**src/rtl/stack_unit_param.sv**
```systemverilog
// Parametrised operand stack: push/pop/replace/dup/swap, occupancy, sticky errors.
// Define STACK_NOS_OUT_EN to add the next-on-stack read port nos.
module stack_unit_param #(
   parameter  int WIDTH = 8,
   parameter  int DEPTH = 8,
   localparam int CW    = $clog2(DEPTH + 1)
) (
   input  logic             clk,
   input  logic             rst,
   input  logic [2:0]       op,
   input  logic [WIDTH-1:0] din,
   input  logic             clr_err,
   output logic [WIDTH-1:0] tos,
   output logic [CW-1:0]    count,
   output logic             empty,
   output logic             full,
   output logic             overflow,
`ifdef STACK_NOS_OUT_EN
   output logic [WIDTH-1:0] nos,
`endif
   output logic             underflow
);

   localparam int AW = (DEPTH > 1) ? $clog2(DEPTH) : 1;

   localparam logic [2:0] OP_PUSH = 3'd1;
   localparam logic [2:0] OP_POP  = 3'd2;
   localparam logic [2:0] OP_REPL = 3'd3;
   localparam logic [2:0] OP_DUP  = 3'd4;
   localparam logic [2:0] OP_SWAP = 3'd5;

   logic [WIDTH-1:0] mem_q [DEPTH];
   logic [CW-1:0]    count_q, count_d;
   logic             ovf_q, ovf_d;
   logic             unf_q, unf_d;

   logic [CW-1:0]    cm1, cm2;
   logic [AW-1:0]    top_idx, nos_idx, push_idx;
   logic             is_empty, is_full, has2;
   logic [WIDTH-1:0] tos_w, nos_w;

   logic             we_a, we_b;
   logic [AW-1:0]    wa_a, wa_b;
   logic [WIDTH-1:0] wd_a, wd_b;
   logic             ovf_evt, unf_evt;

   assign cm1      = count_q - CW'(1);
   assign cm2      = count_q - CW'(2);
   assign top_idx  = cm1[AW-1:0];
   assign nos_idx  = cm2[AW-1:0];
   assign push_idx = count_q[AW-1:0];

   assign is_empty = (count_q == '0);
   assign is_full  = (count_q == CW'(DEPTH));
   assign has2     = (count_q >= CW'(2));

   // Indices are only meaningful when the guarding occupancy holds.
   assign tos_w = is_empty ? '0 : mem_q[top_idx];
   assign nos_w = has2     ? mem_q[nos_idx] : '0;

   always_comb begin
      count_d = count_q;
      we_a    = 1'b0;
      wa_a    = push_idx;
      wd_a    = din;
      we_b    = 1'b0;
      wa_b    = nos_idx;
      wd_b    = tos_w;
      ovf_evt = 1'b0;
      unf_evt = 1'b0;
      case (op)
         OP_PUSH: begin
            if (is_full) begin
               ovf_evt = 1'b1;
            end else begin
               we_a    = 1'b1;
               count_d = count_q + CW'(1);
            end
         end
         OP_POP: begin
            if (is_empty) unf_evt = 1'b1;
            else          count_d = cm1;
         end
         OP_REPL: begin
            if (is_empty) begin
               unf_evt = 1'b1;
            end else begin
               we_a = 1'b1;
               wa_a = top_idx;
            end
         end
         OP_DUP: begin
            if (is_empty) begin
               unf_evt = 1'b1;
            end else if (is_full) begin
               ovf_evt = 1'b1;
            end else begin
               we_a    = 1'b1;
               wd_a    = tos_w;
               count_d = count_q + CW'(1);
            end
         end
         OP_SWAP: begin
            if (!has2) begin
               unf_evt = 1'b1;
            end else begin
               we_a = 1'b1;
               wa_a = top_idx;
               wd_a = nos_w;
               we_b = 1'b1;
            end
         end
         default: ;
      endcase
      // A fresh error outranks the clear request.
      ovf_d = (ovf_q & ~clr_err) | ovf_evt;
      unf_d = (unf_q & ~clr_err) | unf_evt;
   end

   always_ff @(posedge clk or negedge rst) begin
      if (!rst) begin
         count_q <= '0;
         ovf_q   <= 1'b0;
         unf_q   <= 1'b0;
      end else begin
         count_q <= count_d;
         ovf_q   <= ovf_d;
         unf_q   <= unf_d;
      end
   end

   always_ff @(posedge clk) begin
      if (rst && we_a) mem_q[wa_a] <= wd_a;
      if (rst && we_b) mem_q[wa_b] <= wd_b;
   end

   assign tos       = tos_w;
   assign count     = count_q;
   assign empty     = is_empty;
   assign full      = is_full;
   assign overflow  = ovf_q;
   assign underflow = unf_q;
`ifdef STACK_NOS_OUT_EN
   assign nos       = nos_w;
`endif

endmodule

```
**config.mk**
```make
export PLATFORM = sky130hd
export DESIGN_NAME = stack_unit_param
export DESIGN_NICKNAME = d
export VERILOG_FILES = /design/src/rtl/stack_unit_param.sv
export SDC_FILE = /design/constraint.sdc
export NUM_CORES = 1
export LEC_CHECK = 0
export ABC_AREA = 1
export CAP_MARGIN = 40
export CORE_ASPECT_RATIO = 0.5
export CORE_MARGIN = 3
export CORE_UTILIZATION = 45
export CTS_CLUSTER_DIAMETER = 30
export DETAILED_ROUTE_END_ITERATION = 16
export SYNTH_ARGS = -nofsm -noshare
export SYNTH_HDL_FRONTEND = slang
export SYNTH_SLANG_ARGS = --single-unit
```
**constraint.sdc**
```tcl
create_clock -name clk -period 2.8 [get_ports clk]
set_input_delay 0.56 -clock clk [delete_from_list [all_inputs] [get_ports clk]]
set_output_delay 0.56 -clock clk [all_outputs]
set_load 0.005 [all_outputs]
```
==> results of run 1 <==
final cells by class:
cell class | count | area, µm² | area share
multi-input combinational | 557 | 2640 | 0.431
inverter | 54 | 210 | 0.0343
sequential | 70 | 2070 | 0.338
clock inverter | 5 | 28.8 | 0.00470
tap | 140 | 175 | 0.0286
timing repair buffer | 73 | 776 | 0.127
clock buffer | 9 | 225 | 0.0368
Yosys cell counts (all sizes together), types with 2 or more instances:
cell / number
edfxtp: 64
nand2: 340
ha: 8
buf: 21
nor2: 61
o211ai: 13
o21ai: 37
a211oi: 3
inv: 54
clkbuf: 2
a21oi: 10
nand3: 78
dfrtp: 6
power by group through the flow:
stage                     logic, W  registers, W  clock network (W)
after floorplan            0.00291       0.00146                  0
after global placement     0.00480       0.00144                  0
after detailed placement   0.00484       0.00145                  0
after CTS                  0.00505       0.00143            0.00102
after global routing       0.00556       0.00144            0.00107
final                      0.00511       0.00143            0.00101
state kept, by name (all words and copies together), names as in the netlist:
name,count
underflow,1
count,4
overflow,1
mem_q,64
final timing paths:
kind / from / end / slack (ns) / depth (start not counted)
min reg2reg: overflow / overflow / 0.53 / 2
max in group asynchronous: rst / count[0] / 2.13 / 2
max reg2reg: count[0] / mem_q[1][6] / 0.26 / 11
min: overflow / overflow / 0.53 / 2
min in group asynchronous: rst / overflow / 0.54 / 2
max: count[2] / empty / 0.17 / 6
worst min-delay path, stage by stage (launching register included):
cell	delay, ns
dfrtp_1	0.37
inv_1	0.05
o22ai_1	0.07
per-stage QoR:
| stage | util | std cells | instance area (µm²) | worst slack [ns] |
|---|---|---|---|---|
| after floorplan | - | 704 | 5030 | 0.298 |
| after global placement | 0.547 | 890 | 5760 | 0.0957 |
| after detailed placement | 0.547 | 890 | 5760 | 0.0610 |
| after CTS | 0.580 | 907 | 6120 | 0.00714 |
| after global routing | 0.581 | 908 | 6130 | 0.0254 |
| final | 0.581 | 908 | 6130 | 0.167 |
routing by layer:
layer / vias up / routed length (µm)
met5: - / 0
met4: 0 / 201
li1: 2414 / -
met3: 21 / 1570
met2: 238 / 6880
met1: 2296 / 7580
cells by family after synthesis:
kind of cell | after synthesis | share of synthesized area
DFF | 70 | 0.412
and+or+nand+nor | 482 | 0.418
adders and majority gates | 8 | 0.0199
AOI/OAI and AO/OA | 66 | 0.0788
buffers and inverters | 77 | 0.0694
xor gates and xnor gates | 1 | 0.00174
repair_timing:
action                     in CTS  in global routing
gates resized for setup        22                  1
setup buffers                   2                  1
cloned                          1                  0
pin swaps                       4                  1
setup endpoints to repair       8                  1
==> flow_metrics.py, run 1 <==
metrics = {
    "power": {
        "p_int_w": 0.00383,
        "p_comb_frac": 0.677,
        "vdd_drop_max_v": 0.000881,
        "p_leak_nw": 2.86,
        "power_density_mw_per_mm2": 1230,
        "switching_share": 0.492,
        "clkPwrFrac": 0.134,
        "seqPwrFrac": 0.189,
        "total_power_w": 0.00755,
        "p_sw_w": 0.00372,
    },
    "placed_design": {
        "hpwl_mm": 11.5,
        "port_buffers": 29,
        "gp_congestion": 0.921,
    },
    "worst_setup_path": {
        "crit_fanout": 11,
        "crit_path_max_incr_delay_ns": 0.52,
        "critPathKind": "flip-flop to output port",
        "cp_num_buf_inv": 4,
        "crit_chain": "buf_4 > nor2_1 > nand2_1 > inv_1 > buf_12 > clkdlybuf4s50_1",
        "crit_path_start_kind": "flip-flop",
        "crit_required_ns": 2.24,
        "cpMaxStageDelayCell": "clkdlybuf4s50_1",
        "crit_family": "buffers and inverters",
        "end_kind": "output port",
        "cp.arrival_ns": 2.07,
    },
    "global_route": {
        "grt_pass1_vias": 4730,
        "use_met1": 0.396,
        "met3_usage": 0.0553,
        "grt_pass1_wl_mm": 25.5,
        "grt_antenna_before_repair": 0,
        "top_usage_layer": "met2",
        "grt_max_degree": 65,
        "track_usage": 0.268,
        "gr-usage-met2": 0.409,
        "gr-total-overflow": 0,
    },
    "sta": {
        "slew-limit-headroom": 0.724,
        "timing.fmax_mhz": 380,
        "slew_violations": 0,
        "fin_worst_skew_ns": 0.00726,
        "worst_slew_pin_slew_ns": 0.413,
        "fin_crit_sh": 0.940,
        "period_minus_slack_ns": 2.63,
        "hold_viol": 0,
        "tns_ns": 0,
        "setup_violations": 0,
        "whs_ns": 0.534,
        "rsz0062_at_grt": "false",
    },
    "die": {
        "die_area_mm2": 0.0126,
        "core_mm2": 0.0105,
        "ios": 30,
        "die_w_um": 156,
        "placementRows": 26,
        "start_util": 0.477,
        "die_h_um": 80.8,
    },
    "yosys": {
        "yosysUniqueCellTypes": 31,
        "synthFlopType": "edfxtp_1",
        "async_flop_share": 0.0857,
        "yosysSeqAreaShare": 0.412,
        "synth_largest_area_cell": "edfxtp_1",
        "synth_nets": 726,
        "synth_area_leaders": "edfxtp_1, nand2_1, nand3_1",
        "synth_seq_cells": 70,
        "post-synth-top-area-fraction": 0.382,
        "synth_edf_count": 64,
        "syn_area_mm2": 0.00503,
        "synth_warnings": 0,
        "synth_area_per_cell_um2": 7.15,
        "syn_inst": 704,
    },
    "cells_and_area": {
        "antennaDiodeCount": 0,
        "fillers": 1007,
        "final_common_cell": "nand2_1",
        "drive_gt1_frac": 0.145,
        "syn_to_final_growth_pct": 21.8,
        "mostFrequentLayoutCells": "nand2_1, nand3_1, edfxtp_1, nor2_1, inv_1",
        "final_net_count": 787,
    },
    "cts": {
        "cts-hold-fix-buffers": 0,
        "cts_tree": "built",
        "clockBufferDepth": 2,
        "cts_root_buf": "clkbuf_16",
        "clock_latency_ns": 0.33,
        "h-tree-depth": 3,
        "cts.sinks": 70,
        "clkTransAtPathRegs_ns": 0.05,
        "cts_buffers": 9,
    },
    "status": {
        "status": "completed",
    },
    "route": {
        "wire_per_inst_um": 17.9,
        "antenna_violating_nets_post_route": 0,
        "firstDrtPassIters": 5,
        "num_vias": 4969,
        "wl_mm": 16.2,
        "routed_via_density": 5.47,
        "drcViolationCount": 0,
        "drtIter0Drc": 429,
    },
    "job": {
        "max-cap-violations": 0,
    },
    "min_path": {
        "hp-class": "flip-flop to flip-flop",
    },
}
Note: power is estimated with default switching activity, not from simulation.
==> run 2: changes to the inputs <==
--- a/config.mk
+++ b/config.mk
@@ -12,6 +12,7 @@
 export CORE_UTILIZATION = 45
 export CTS_CLUSTER_DIAMETER = 30
 export DETAILED_ROUTE_END_ITERATION = 16
+export SKIP_LAST_GASP = 1
 export SYNTH_ARGS = -nofsm -noshare
 export SYNTH_HDL_FRONTEND = slang
 export SYNTH_SLANG_ARGS = --single-unit
==> constraint.sdc (replaced) <==
create_clock -name clk -period 2.8 [get_ports clk]
set_input_delay 0.28 -clock clk [delete_from_list [all_inputs] [get_ports clk]]
set_output_delay 0.28 -clock clk [all_outputs]
set_load 0.005 [all_outputs]
==> flow_metrics.py, run 2 (same netlist as run 1, synthesis figures left out) <==
metrics = {
    "worst_setup_path": {
        "crit_family": "buffers and inverters",
        "crit_fanout": 63,
        "crit_path_max_incr_delay_ns": 0.52,
        "crit_required_ns": 2.52,
        "cp.arrival_ns": 2.39,
        "cp_num_buf_inv": 3,
        "crit_chain": "inv_2 > clkbuf_8 > nor2_1 > o211ai_1 > nand2_1 > nor2_4 > clkdlybuf4s50_1",
        "critPathKind": "flip-flop to output port",
        "reg2reg_slack_ns": 0.29,
        "cpMaxStageDelayCell": "clkdlybuf4s50_1",
        "crit_path_start_kind": "flip-flop",
        "end_kind": "output port",
    },
    "global_route": {
        "grt_max_degree": 78,
        "track_usage": 0.259,
        "gr-total-overflow": 0,
        "grt_antenna_before_repair": 0,
        "grt_pass1_vias": 4437,
        "grt_pass1_wl_mm": 24.4,
    },
    "cts": {
        "cts_tree": "built",
        "cts.sinks": 70,
        "cts_buffers": 9,
        "clkTransAtPathRegs_ns": 0.06,
        "clockBufferDepth": 2,
        "clock_latency_ns": 0.34,
        "h-tree-depth": 3,
        "cts_root_buf": "clkbuf_16",
    },
    "placed_design": {
        "port_buffers": 29,
        "gp_congestion": 0.964,
        "dpl_cell_area_mm2": 0.00555,
        "hpwl_mm": 11.4,
    },
    "route": {
        "routed_via_density": 5.40,
        "drtIter0Drc": 564,
        "antenna_violating_nets_post_route": 0,
        "wire_per_inst_um": 17.6,
        "wl_mm": 15.8,
        "drcViolationCount": 0,
        "num_vias": 4829,
        "firstDrtPassIters": 5,
    },
    "die": {
        "core_mm2": 0.0105,
        "placementRows": 26,
        "ios": 30,
        "die_w_um": 156,
        "die_area_mm2": 0.0126,
        "die_h_um": 80.8,
        "start_util": 0.477,
    },
    "cells_and_area": {
        "post-route-cell-area_mm2": 0.00588,
        "syn_to_final_growth_pct": 17.0,
        "largest_reg_flops": 64,
        "mostFrequentLayoutCells": "nand2_1, nand3_1, edfxtp_1, nor2_1, inv_1",
        "final_common_cell": "nand2_1",
        "antennaDiodeCount": 0,
        "regMostFlops": "mem_q",
        "final_net_count": 772,
        "drive_gt1_frac": 0.121,
    },
    "power": {
        "switching_share": 0.492,
        "p_comb_frac": 0.666,
        "p_sw_w": 0.00368,
        "vdd_drop_max_v": 0.000945,
        "p_leak_nw": 2.73,
        "seqPwrFrac": 0.193,
        "p_int_w": 0.00379,
        "clkPwrFrac": 0.142,
        "power_density_mw_per_mm2": 1270,
    },
    "sta": {
        "fin_crit_sh": 0.955,
        "timing.fmax_mhz": 374,
        "hold_viol": 0,
        "slew_violations": 0,
        "rsz0062_at_grt": "false",
        "tns_ns": 0,
        "setup_violations": 0,
        "worst_slew_pin_slew_ns": 0.470,
        "fin_worst_skew_ns": 0.00663,
        "slew-limit-headroom": 0.686,
        "period_minus_slack_ns": 2.67,
    },
    "status": {
        "status": "completed",
    },
    "min_path": {
        "hp-class": "input pin to async pin",
    },
    "job": {
        "max-cap-violations": 0,
    },
}
run 2: stage by stage:
stage | setup slack [ns] | util | cells | total power [W] | hold WS [ns]
6_report | 0.125 | 0.558 | 895 | 0.00747 | 0.246
5_1_grt | 0.00653 | 0.558 | 895 | 0.00799 | 0.259
2_1_floorplan | 0.440 | - | 704 | 0.00437 | -0.0156
3_3_place_gp | 0.247 | 0.527 | 875 | 0.00614 | 0.547
3_5_place_dp | 0.176 | 0.527 | 875 | 0.00613 | 0.545
4_1_cts | 0.0164 | 0.554 | 892 | 0.00727 | 0.250
run 2: worst paths after layout:
kind / end / start / cells past startpoint
worst max-delay path: tos[3] / count[0] / 7
worst min-delay path: underflow / rst / 2
worst max register to register: mem_q[5][7] / count[1] / 11
worst min register to register: overflow / overflow / 2
max in group asynchronous: count[0] / rst / 2
min in group clk: overflow / overflow / 2
run 2: what timing repair did:
item | in CTS | in global routing
pin swaps | 1 | 4
resized for setup | 3 | 6
setup buffers | 1 | 3
setup endpoints to repair | 5 | 8
hold buffers | 0 | 0
run 2: cell type report:
class | instances | area, µm²
clock buffers | 10 | 229
repair buffers | 58 | 539
multi-input cells | 557 | 2620
flip-flops and latches | 70 | 2070
clock inverters | 6 | 37.5
fillers | 1014 | 4660
well taps | 140 | 175
inverters | 54 | 208
run 2: power by group through the flow:
stage	Clock, W	Combinational [W]	Sequential [W]
2_1_floorplan	0	0.00291	0.00146
3_3_place_gp	0	0.00468	0.00146
3_5_place_dp	0	0.00467	0.00146
4_1_cts	0.00105	0.00477	0.00144
5_1_grt	0.00110	0.00544	0.00145
6_report	0.00106	0.00497	0.00144
run 2: routing by layer:
metal,global-route usage,up-vias,part of all wire
met5,0,-,0
met4,0.0611,0,0.012
met3,0.0516,19,0.086
met2,0.412,218,0.42
met1,0.369,2217,0.48
li1,-,2375,-
==> run 3: changes to the inputs <==
--- a/config.mk
+++ b/config.mk
@@ -16,3 +16,4 @@
 export SYNTH_ARGS = -nofsm -noshare
 export SYNTH_HDL_FRONTEND = slang
 export SYNTH_SLANG_ARGS = --single-unit
+export TNS_END_PERCENT = 5
==> constraint.sdc (replaced) <==
create_clock -name clk -period 2.5 [get_ports clk]
set_input_delay 0.25 -clock clk [delete_from_list [all_inputs] [get_ports clk]]
set_output_delay 0.25 -clock clk [all_outputs]
set_load 0.005 [all_outputs]
==> flow_metrics.py, run 3 (same netlist as run 1, synthesis figures left out) <==
metrics = {
    "sta": {
        "rsz0062_at_grt": "true",
        "whs_ns": 0.217,
        "slew-limit-headroom": 0.744,
        "postLayoutSetupSlackWorst_ns": -0.103,
        "worst_slew_pin_slew_ns": 0.383,
        "fin_crit_sh": 1.04,
        "hold_viol": 0,
        "slew_violations": 0,
        "tns_ns": -0.425,
        "fin_worst_skew_ns": 0.00629,
        "period_minus_slack_ns": 2.60,
        "setup_violations": 7,
        "timing.fmax_mhz": 384,
    },
    "cts": {
        "post_cts_buffers": 0,
        "cts_root_buf": "clkbuf_16",
        "h-tree-depth": 3,
        "clock_latency_ns": 0.35,
        "cts-hold-fix-buffers": 0,
        "clockBufferDepth": 2,
        "clkTransAtPathRegs_ns": 0.06,
        "cts_tree": "built",
        "cts_buffers": 9,
        "cts.sinks": 70,
    },
    "worst_setup_path": {
        "end_kind": "output port",
        "critPathKind": "flip-flop to output port",
        "crit_fanout": 17,
        "reg2reg_depth": 11,
        "crit_required_ns": 2.25,
        "worstReg2RegStart": "count[1]",
        "crit_path_start_kind": "flip-flop",
        "cp.arrival_ns": 2.35,
        "rr_endpoint": "mem_q[2][6]",
        "reg2reg_slack_ns": 0.11,
    },
    "cells_and_area": {
        "regMostFlops": "mem_q",
        "final_common_cell": "nand2_1",
        "fillers": 1031,
        "post-route-cell-area_mm2": 0.00604,
        "final_net_count": 779,
        "drive_gt1_frac": 0.131,
        "largest_reg_flops": 64,
        "syn_to_final_growth_pct": 20.1,
        "multi_input_comb_area_mm2": 0.00263,
        "mostFrequentLayoutCells": "nand2_1, nand3_1, edfxtp_1, nor2_1, inv_1",
        "register_area_mm2": 0.00207,
        "antennaDiodeCount": 0,
    },
    "die": {
        "die_area_mm2": 0.0126,
        "start_util": 0.477,
        "placementRows": 26,
        "ios": 30,
        "die_h_um": 80.8,
        "die_w_um": 156,
        "core_mm2": 0.0105,
    },
    "global_route": {
        "grt_pass1_wl_mm": 24.7,
        "grt_max_degree": 78,
        "grt_pass1_vias": 4480,
        "grt_antenna_before_repair": 0,
        "gr-total-overflow": 0,
        "track_usage": 0.261,
    },
    "power": {
        "p_leak_nw": 2.80,
        "p_sw_w": 0.00403,
        "power_density_mw_per_mm2": 1380,
        "clkPwrFrac": 0.154,
        "p_int_w": 0.00433,
        "switching_share": 0.482,
        "seqPwrFrac": 0.193,
        "p_comb_frac": 0.653,
        "vdd_drop_max_v": 0.00130,
    },
    "route": {
        "firstDrtPassIters": 6,
        "num_vias": 4894,
        "wire_per_inst_um": 17.2,
        "routed_via_density": 5.43,
        "drtIter0Drc": 505,
        "antenna_violating_nets_post_route": 0,
        "drcViolationCount": 0,
        "wl_mm": 15.5,
    },
    "status": {
        "status": "finished with violations",
        "violations": "setup timing",
    },
    "placed_design": {
        "hpwl_mm": 11.4,
        "gp_congestion": 0.910,
        "dpl_cell_area_mm2": 0.00572,
        "port_buffers": 29,
    },
    "job": {
        "max-cap-violations": 0,
    },
    "min_path": {
        "hp-class": "input pin to async pin",
    },
}
-- run 3: cell count changes in the layout (fill, tap and decap cells not counted), sizes merged --
cell	previous run	this run
clkbuf	11	10
clkdlybuf4s50	29	28
dlygate4sd2	0	1
buf	28	36
clkinvlp	1	0
bufinv	0	1
-- run 3: power by group through the flow --
stage               Clock (W)  Sequential (W)  Combinational (W)
detailed placement          0         0.00164            0.00529
CTS                   0.00130         0.00161            0.00542
global route          0.00134         0.00163            0.00600
floorplan                   0         0.00163            0.00326
global placement            0         0.00164            0.00529
finish                0.00129         0.00161            0.00546
-- run 3: worst max-delay path by stage --
stage / from / end / slack (ns)
final: count[0] / tos[6] / -0.10
after detailed placement: op[0] / mem_q[3][4] / 0.08
after global routing: count[0] / tos[7] / -0.20
after global placement: op[0] / mem_q[2][2] / 0.11
after CTS: count[0] / tos[6] / -0.10
after floorplan: count[1] / mem_q[6][0] / 0.14
-- run 3: final cells by class --
type,instances,share of cell area
Clock inverter,6,0.0101
Timing Repair Buffer,65,0.112
Tap cell,140,0.0290
Clock buffer,10,0.0379
Multi-Input combinational cell,557,0.434
Inverter,54,0.0339
Sequential cell,70,0.343
-- run 3: repair_timing --
item | 4_1_cts | 5_1_grt
gates resized for setup | 9 | 0
pin swaps | 2 | 0
endpoints found under the setup margin | 8 | 23
-- run 3: routing by layer --
layer	global-route usage	part of all wire	wire length, µm	vias to the layer above
li1	-	-	-	2395
met1	0.387	0.48	7510	2255
met2	0.393	0.41	6400	221
met3	0.0442	0.087	1340	23
met4	0.0760	0.016	244	0
met5	0	0	0	-
-- run 3: stage by stage --
| stage | cells | setup WS, ns | total power, W | util |
|---|---|---|---|---|
| floorplan | 704 | 0.140 | 0.00490 | - |
| global placement | 886 | 0.111 | 0.00693 | 0.543 |
| detailed placement | 886 | 0.0838 | 0.00693 | 0.543 |
| CTS | 902 | -0.101 | 0.00833 | 0.573 |
| global route | 902 | -0.200 | 0.00898 | 0.573 |
| finish | 902 | -0.103 | 0.00836 | 0.573 |
-- run 3: critical path, cell delays in order (launching register included) --
cell             delay [ns]
dfrtp_2                0.42
inv_2                  0.12
ha_4                   0.24
buf_12                 0.16
a21oi_1                0.10
o21ai_0                0.11
nand3_1                0.12
nand2_1                0.10
nor2_4                 0.11
clkdlybuf4s50_1        0.51
